File: src/rtl/mem_stage.sv
// Memory-access stage: issues loads/stores on a valid/ready dmem channel, aligns load data, registers writeback.
// Optional MEM_MISALIGN_TRAP_EN adds misalign_o and traps misaligned half/word accesses instead of issuing them.
module mem_stage #(
    parameter int unsigned RSP_TIMEOUT = 64
) (
    input  logic        clk_i,
    input  logic        rst_i,
    input  logic        valid_i,
    input  logic [31:0] addr_i,
    input  logic [31:0] store_data_i,
    input  logic [1:0]  mem_op_i,
    input  logic [1:0]  mem_size_i,
    input  logic        mem_unsigned_i,
    input  logic [4:0]  rd_i,
    input  logic        wb_en_i,
    output logic        stall_o,
    output logic        dmem_req_valid_o,
    input  logic        dmem_req_ready_i,
    output logic [31:0] dmem_req_addr_o,
    output logic        dmem_req_we_o,
    output logic [3:0]  dmem_req_be_o,
    output logic [31:0] dmem_req_wdata_o,
    input  logic        dmem_rsp_valid_i,
    input  logic [31:0] dmem_rsp_rdata_i,
    output logic        wb_valid_o,
    output logic [4:0]  wb_rd_o,
    output logic        wb_en_o,
    output logic [31:0] wb_data_o,
`ifdef MEM_MISALIGN_TRAP_EN
    output logic        misalign_o,
`endif
    output logic        bus_err_o
);

    localparam logic [1:0] OP_LOAD  = 2'd1;
    localparam logic [1:0] OP_STORE = 2'd2;

    typedef enum logic [1:0] {IDLE, REQ, WAIT} state_t;

    state_t      state;
    logic        is_store;
    logic [1:0]  size;
    logic        is_unsigned;
    logic [1:0]  lane;
    logic [31:0] addr;
    logic [4:0]  rd;
    logic        wb_en;
    logic [31:0] count;

    logic        is_mem;
    logic        trap;
    logic        timeout;
    logic [3:0]  issue_be;
    logic [31:0] issue_wdata;
    logic [1:0]  issue_lane;

    // Pick the addressed lane of the response word and extend it to 32 bits.
    function automatic logic [31:0] extract(input logic [31:0] word, input logic [1:0] lo,
                                            input logic [1:0] sz, input logic uns);
        logic [7:0]  b;
        logic [15:0] h;
        b = word[{lo, 3'b000} +: 8];
        h = lo[1] ? word[31:16] : word[15:0];
        case (sz)
            2'd0:    return uns ? {24'b0, b} : {{24{b[7]}}, b};
            2'd1:    return uns ? {16'b0, h} : {{16{h[15]}}, h};
            default: return word;
        endcase
    endfunction

    assign is_mem  = valid_i && (mem_op_i == OP_LOAD || mem_op_i == OP_STORE);
    assign timeout = (RSP_TIMEOUT != 0) && (count == RSP_TIMEOUT - 1);

`ifdef MEM_MISALIGN_TRAP_EN
    assign trap = is_mem && ((mem_size_i == 2'd1 && addr_i[0]) ||
                             (mem_size_i[1] && addr_i[1:0] != 2'b00));
`else
    assign trap = 1'b0;
`endif

    // Without the trap, low address bits below the access size are simply dropped.
    always_comb begin
        issue_be    = 4'b1111;
        issue_wdata = store_data_i;
        issue_lane  = 2'b00;
        case (mem_size_i)
            2'd0: begin
                issue_wdata = {4{store_data_i[7:0]}};
                issue_lane  = addr_i[1:0];
                if (mem_op_i == OP_STORE)
                    issue_be = 4'b0001 << addr_i[1:0];
            end
            2'd1: begin
                issue_wdata = {2{store_data_i[15:0]}};
                issue_lane  = {addr_i[1], 1'b0};
                if (mem_op_i == OP_STORE)
                    issue_be = addr_i[1] ? 4'b1100 : 4'b0011;
            end
            default: ;
        endcase
    end

    always_comb begin
        stall_o = 1'b0;
        case (state)
            IDLE:    stall_o = is_mem && !trap;
            REQ:     stall_o = !(dmem_req_ready_i && is_store);
            WAIT:    stall_o = !(dmem_rsp_valid_i || timeout);
            default: stall_o = 1'b0;
        endcase
    end

    always_ff @(posedge clk_i) begin
        if (rst_i) begin
            state            <= IDLE;
            is_store         <= 1'b0;
            size             <= 2'd0;
            is_unsigned      <= 1'b0;
            lane             <= 2'd0;
            addr             <= 32'd0;
            rd               <= 5'd0;
            wb_en            <= 1'b0;
            count            <= 32'd0;
            dmem_req_valid_o <= 1'b0;
            dmem_req_addr_o  <= 32'd0;
            dmem_req_we_o    <= 1'b0;
            dmem_req_be_o    <= 4'd0;
            dmem_req_wdata_o <= 32'd0;
            wb_valid_o       <= 1'b0;
            wb_rd_o          <= 5'd0;
            wb_en_o          <= 1'b0;
            wb_data_o        <= 32'd0;
            bus_err_o        <= 1'b0;
`ifdef MEM_MISALIGN_TRAP_EN
            misalign_o       <= 1'b0;
`endif
        end else begin
            wb_valid_o <= 1'b0;
            bus_err_o  <= 1'b0;
`ifdef MEM_MISALIGN_TRAP_EN
            misalign_o <= 1'b0;
`endif
            case (state)
                IDLE: begin
                    if (valid_i && !is_mem) begin
                        wb_valid_o <= 1'b1;
                        wb_rd_o    <= rd_i;
                        wb_en_o    <= wb_en_i;
                        wb_data_o  <= addr_i;
                    end else if (trap) begin
                        wb_valid_o <= 1'b1;
                        wb_rd_o    <= rd_i;
                        wb_en_o    <= 1'b0;
                        wb_data_o  <= addr_i;
`ifdef MEM_MISALIGN_TRAP_EN
                        misalign_o <= 1'b1;
`endif
                    end else if (is_mem) begin
                        is_store         <= (mem_op_i == OP_STORE);
                        size             <= mem_size_i;
                        is_unsigned      <= mem_unsigned_i;
                        lane             <= issue_lane;
                        addr             <= addr_i;
                        rd               <= rd_i;
                        wb_en            <= wb_en_i;
                        dmem_req_valid_o <= 1'b1;
                        dmem_req_addr_o  <= {addr_i[31:2], 2'b00};
                        dmem_req_we_o    <= (mem_op_i == OP_STORE);
                        dmem_req_be_o    <= issue_be;
                        dmem_req_wdata_o <= issue_wdata;
                        state            <= REQ;
                    end
                end
                REQ: begin
                    if (dmem_req_ready_i) begin
                        dmem_req_valid_o <= 1'b0;
                        count            <= 32'd0;
                        if (is_store) begin
                            wb_valid_o <= 1'b1;
                            wb_rd_o    <= rd;
                            wb_en_o    <= 1'b0;
                            wb_data_o  <= addr;
                            state      <= IDLE;
                        end else begin
                            state <= WAIT;
                        end
                    end
                end
                WAIT: begin
                    count <= count + 32'd1;
                    // A response arriving on the timeout cycle still completes the load.
                    if (dmem_rsp_valid_i) begin
                        wb_valid_o <= 1'b1;
                        wb_rd_o    <= rd;
                        wb_en_o    <= wb_en;
                        wb_data_o  <= extract(dmem_rsp_rdata_i, lane, size, is_unsigned);
                        state      <= IDLE;
                    end else if (timeout) begin
                        wb_valid_o <= 1'b1;
                        wb_rd_o    <= rd;
                        wb_en_o    <= 1'b0;
                        wb_data_o  <= addr;
                        bus_err_o  <= 1'b1;
                        state      <= IDLE;
                    end
                end
                default: state <= IDLE;
            endcase
        end
    end

endmodule

File: config.mk
export PLATFORM = sky130hd
export DESIGN_NAME = mem_stage
export DESIGN_NICKNAME = d
export VERILOG_FILES = /design/src/rtl/mem_stage.sv
export SDC_FILE = /design/constraint.sdc
export NUM_CORES = 1
export LEC_CHECK = 0
export ABC_CLOCK_PERIOD_IN_PS = 2700
export CAP_MARGIN = 25
export CORE_MARGIN = 3
export CORE_UTILIZATION = 49
export DETAILED_ROUTE_END_ITERATION = 16
export GPL_TIMING_DRIVEN = 0
export PLACE_DENSITY = 0.81
export RECOVER_POWER = 25
export SYNTH_ARGS = -nofsm -noshare
export SYNTH_HDL_FRONTEND = slang
export SYNTH_SLANG_ARGS = --single-unit
File: constraint.sdc
create_clock -name clk_i -period 2.7 [get_ports clk_i]
set_input_delay 0.405 -clock clk_i [delete_from_list [all_inputs] [get_ports clk_i]]
set_output_delay 0.405 -clock clk_i [all_outputs]
set_load 0.01 [all_outputs]
==> run metrics <==
run status complete, but fails checks; post-detailed-route DRC marker count 0; layout cell share with drive strength beyond 1 9.827%; Max Transition Viols Final 0; antenna violations before repair 1; source-to-sink clock delay at the later pin of the worst-skew pair 430 ps; ranking of synthesized cells by area sky130_fd_sc_hd__dfxtp_1 39%, sky130_fd_sc_hd__a21oi_1 8.8%, sky130_fd_sc_hd__nand2_1 7.8%, sky130_fd_sc_hd__a211oi_1 3.9%, sky130_fd_sc_hd__mux2i_1 3.7%; die outline area 17,980 µm²; arrival time of the worst setup path 2310 ps; count of different cell masters after synthesis between 50 and 60; reg2reg start state[0]; final weighted congestion in routability-driven placement 0.9670; critical setup path kind register to output port; chip width 134.1 µm; pwr/cell area 881.7 nW/µm²; clock sink total 155; number of DRC violations after detailed-routing iteration 0 718; first-pass GRT wire length 43,320 µm; unrepaired setup endpoints after global routing true; worst path setup slack after routing -12.54 ps; Avg WL per Cell 18.66 µm; clock tree from TritonCTS done; critical-path cell with the highest stage delay sky130_fd_sc_hd__dfxtp_1; highest attainable clock frequency roughly 0.37 GHz; Top-Level Pins 223; placed cell count 1,455; number of buffers created by CTS 17; buffers added on ports between 200 and 250; root buffer cell sky130_fd_sc_hd__clkbuf_16; vias per inst 5.702; Post-layout nets 1,377; number of buffers between clock root and the deepest sink 2; Avg Inst Size Synth 7.892 µm²; max-capacitance violation count 0; Data required, critical path approximately 2300 ps; startpoint kind of the worst setup timing path register; number of hold-slack violations in the final timing report 0; clock-pin transition on the worst setup and hold timing paths 60 ps; area overhead of the layout relative to synthesis 38.56%; Min-Delay Path Class register to register; sum of negative setup slack -12.54 ps; number of register bits inferred by synthesis 155; violated checks negative setup slack; die outline height 134.1 µm; number of cells on the worst hold path 2; initial standard-cell utilization of the core 50.26%; Slowest Stage Delay on Critical Path 380 ps; number of enable-type register cells in the synthesized netlist 0; Min Clock Period, post-route 2713 ps; remaining global-route overflow 0; library cell with the largest summed area after synthesis sky130_fd_sc_hd__dfxtp_1; hold-fix buffer count after cts 0; final routed wirelength across all metal layers 27,770 µm; share of Yosys cell area claimed by the top area cell type 38.59%; worst path buffer plus inverter count 1; non-filler cells, final between 1,000 and 1,500; via count 8,484; count of antenna diodes in the layout 0; Clock H-tree levels 4; HPWL after DPL ~21,000 µm; endpoint of the worst hold-timing path dmem_req_wdata_o[25]; Overall Power 9.824 mW; cell-by-cell listing of the critical path ha_1, and3_2, nand4_1, o21ai_4, a21boi_2, a21oi_2, clkdlybuf4s15_2; leakage 4.138 nW; remaining antenna violation count after routing 0; commonest register cell after synthesis sky130_fd_sc_hd__dfxtp_1; endpoint type of the worst setup path output port; floorplan row count 46; number of setup violations in the final report 1; via count of the first global-routing pass 8,038; Synth warnings 0; pin slew with the least headroom to its limit 684.7 ps; maximum ir drop on the vdd rail 563.9 µV; most frequent standard cell in the layout excluding fill and tap cells sky130_fd_sc_hd__nand2_1; layout filler cell count 1,359; Post-Syn Area 8041 µm²; total global-route track usage between 30% and 40%; final worst clock skew 9.256 ps; Largest delay share family, worst path compound AO/OA/AOI/OAI gates; Critical Path Fanout Max 5; highest-count cells in the layout ignoring fill and taps 167 x sky130_fd_sc_hd__nand2_1, 155 x sky130_fd_sc_hd__dfxtp_1, 153 x sky130_fd_sc_hd__clkdlybuf4s50_1; reg-to-reg setup timing slack 120 ps; largest net degree at the start of global routing 18; crit share post-route 100.5%; Std-Cell Core Area 16,000 µm²; cell count after synthesis between 1,000 and 1,500; reg2reg path depth 8; FF-to-FF End wb_data_o[25]; share of synthesized area occupied by flip-flops and latches 38.59%; relative slew slack 54.19%; critical hold path startpoint dmem_req_wdata_o[25]; Pre-Repair DR Iteration Count 8; Async S/R FF share, synth 0%
[synth_stat cells (all sizes together), types with 3 or more instances]
library cell and count:
mux2 17, xor2 5, or3 12, nand3b 3, buf 52, and4 4, a311oi 26, dfxtp 155
ha 6, inv 17, clkbuf 61, a21oi 142, a211oi 42, a21boi 8, nor3 10, and2 4
xnor2 14, or2 9, mux2i 30, nand4 10, nor4 15, nor2b 23, nand2b 3, o21ai 46
nor3b 3, nand2 169, a221oi 9, nand3 13, a21o 23, nor2 70
[cell families after synthesis]
group                      count (synthesis)  synth area share (%)
other                                      1               0.04663
DFF                                      155                 38.59
adders and majority gates                  6                0.9335
and+or+nand+nor                          353                 20.66
xor gates and xnor gates                  19                 2.069
AOI/OAI and AO/OA                        307                 23.45
muxes                                     48                 6.395
buffers and inverters                    130                 7.858
[routing by layer]
metal,vias up,wire length (µm),track usage [%]
met5,-,15,0
met1,3920,11000,37.90
li1,4046,-,-
met4,2,1074,13.74
met2,437,12740,48.32
met3,79,2936,9.790
[where the power goes]
| part | leakage (nW) | total [mW] | switching [mW] | internal (mW) |
|---|---|---|---|---|
| Clock | 0.286 | 2.34 | 0.961 | 1.37 |
| Sequential | 1.26 | 3.02 | 0.272 | 2.74 |
| Combinational | 2.59 | 4.47 | 2.60 | 1.88 |
| Total | 4.14 | 9.82 | 3.83 | 6.00 |
[stage by stage]
stage                     cell area [µm²]  setup WS, ps  utilization (%)  hold WS (ps)
after global routing                11140        -102.8            69.64         468.3
after global placement              10500         -1007            65.61         440.1
after floorplan                      8045         556.5                -         433.6
after CTS                           11120         12.70            69.51         452.2
final                               11140        -12.54            69.64         453.6
after detailed placement            10510        -693.8            65.66         443.8
[worst max-delay path by stage]
stage / startpoint / to / slack, ps / cells after the start
2_1_floorplan: state[0] / wb_data_o[6] / 560 / 11
3_3_place_gp: mem_op_i[0] / dmem_req_wdata_o[31] / -1010 / 8
3_5_place_dp: mem_op_i[0] / stall_o / -690 / 8
4_1_cts: state[0] / stall_o / 10 / 9
5_1_grt: count[19] / stall_o / -100 / 7
6_report: count[0] / stall_o / -10 / 7
[timing repair]
item / CTS / global route
pin swaps: 2 / 1
resized for setup: 14 / 9
gates cloned: 0 / 0
setup buffers: 3 / 1
setup endpoints to repair: 13 / 22
[state kept, by name, indices dropped and copies added, names as in the netlist, 4 cells and up]
signal	count
addr	32
count	32
dmem_req_wdata_o	32
wb_data_o	32
rd	5
wb_rd_o	5
dmem_req_be_o	4
[area by class of cell]
class	count	area [µm²]	area share, %
Buffer	110	573.1	5.143
Clock buffer	19	442.9	3.975
Clock inverter	13	125.1	1.123
Inverter	17	63.81	0.5727
Multi-Input combinational cell	735	4343	38.98
Sequential cell	155	3103	27.85
Tap cell	216	270.3	2.426
Timing Repair Buffer	223	2221	19.93
[worst register-to-register path, stage by stage, from the launching register on]
cell and delay [ps]:
sky130_fd_sc_hd__dfxtp_1 370, sky130_fd_sc_hd__inv_1 100, sky130_fd_sc_hd__ha_1 320, sky130_fd_sc_hd__clkbuf_1 400
sky130_fd_sc_hd__buf_2 370, sky130_fd_sc_hd__clkbuf_1 420, sky130_fd_sc_hd__a21oi_1 150, sky130_fd_sc_hd__a21oi_1 200
sky130_fd_sc_hd__a211oi_1 110
Note: power is estimated with default switching activity, not from simulation.
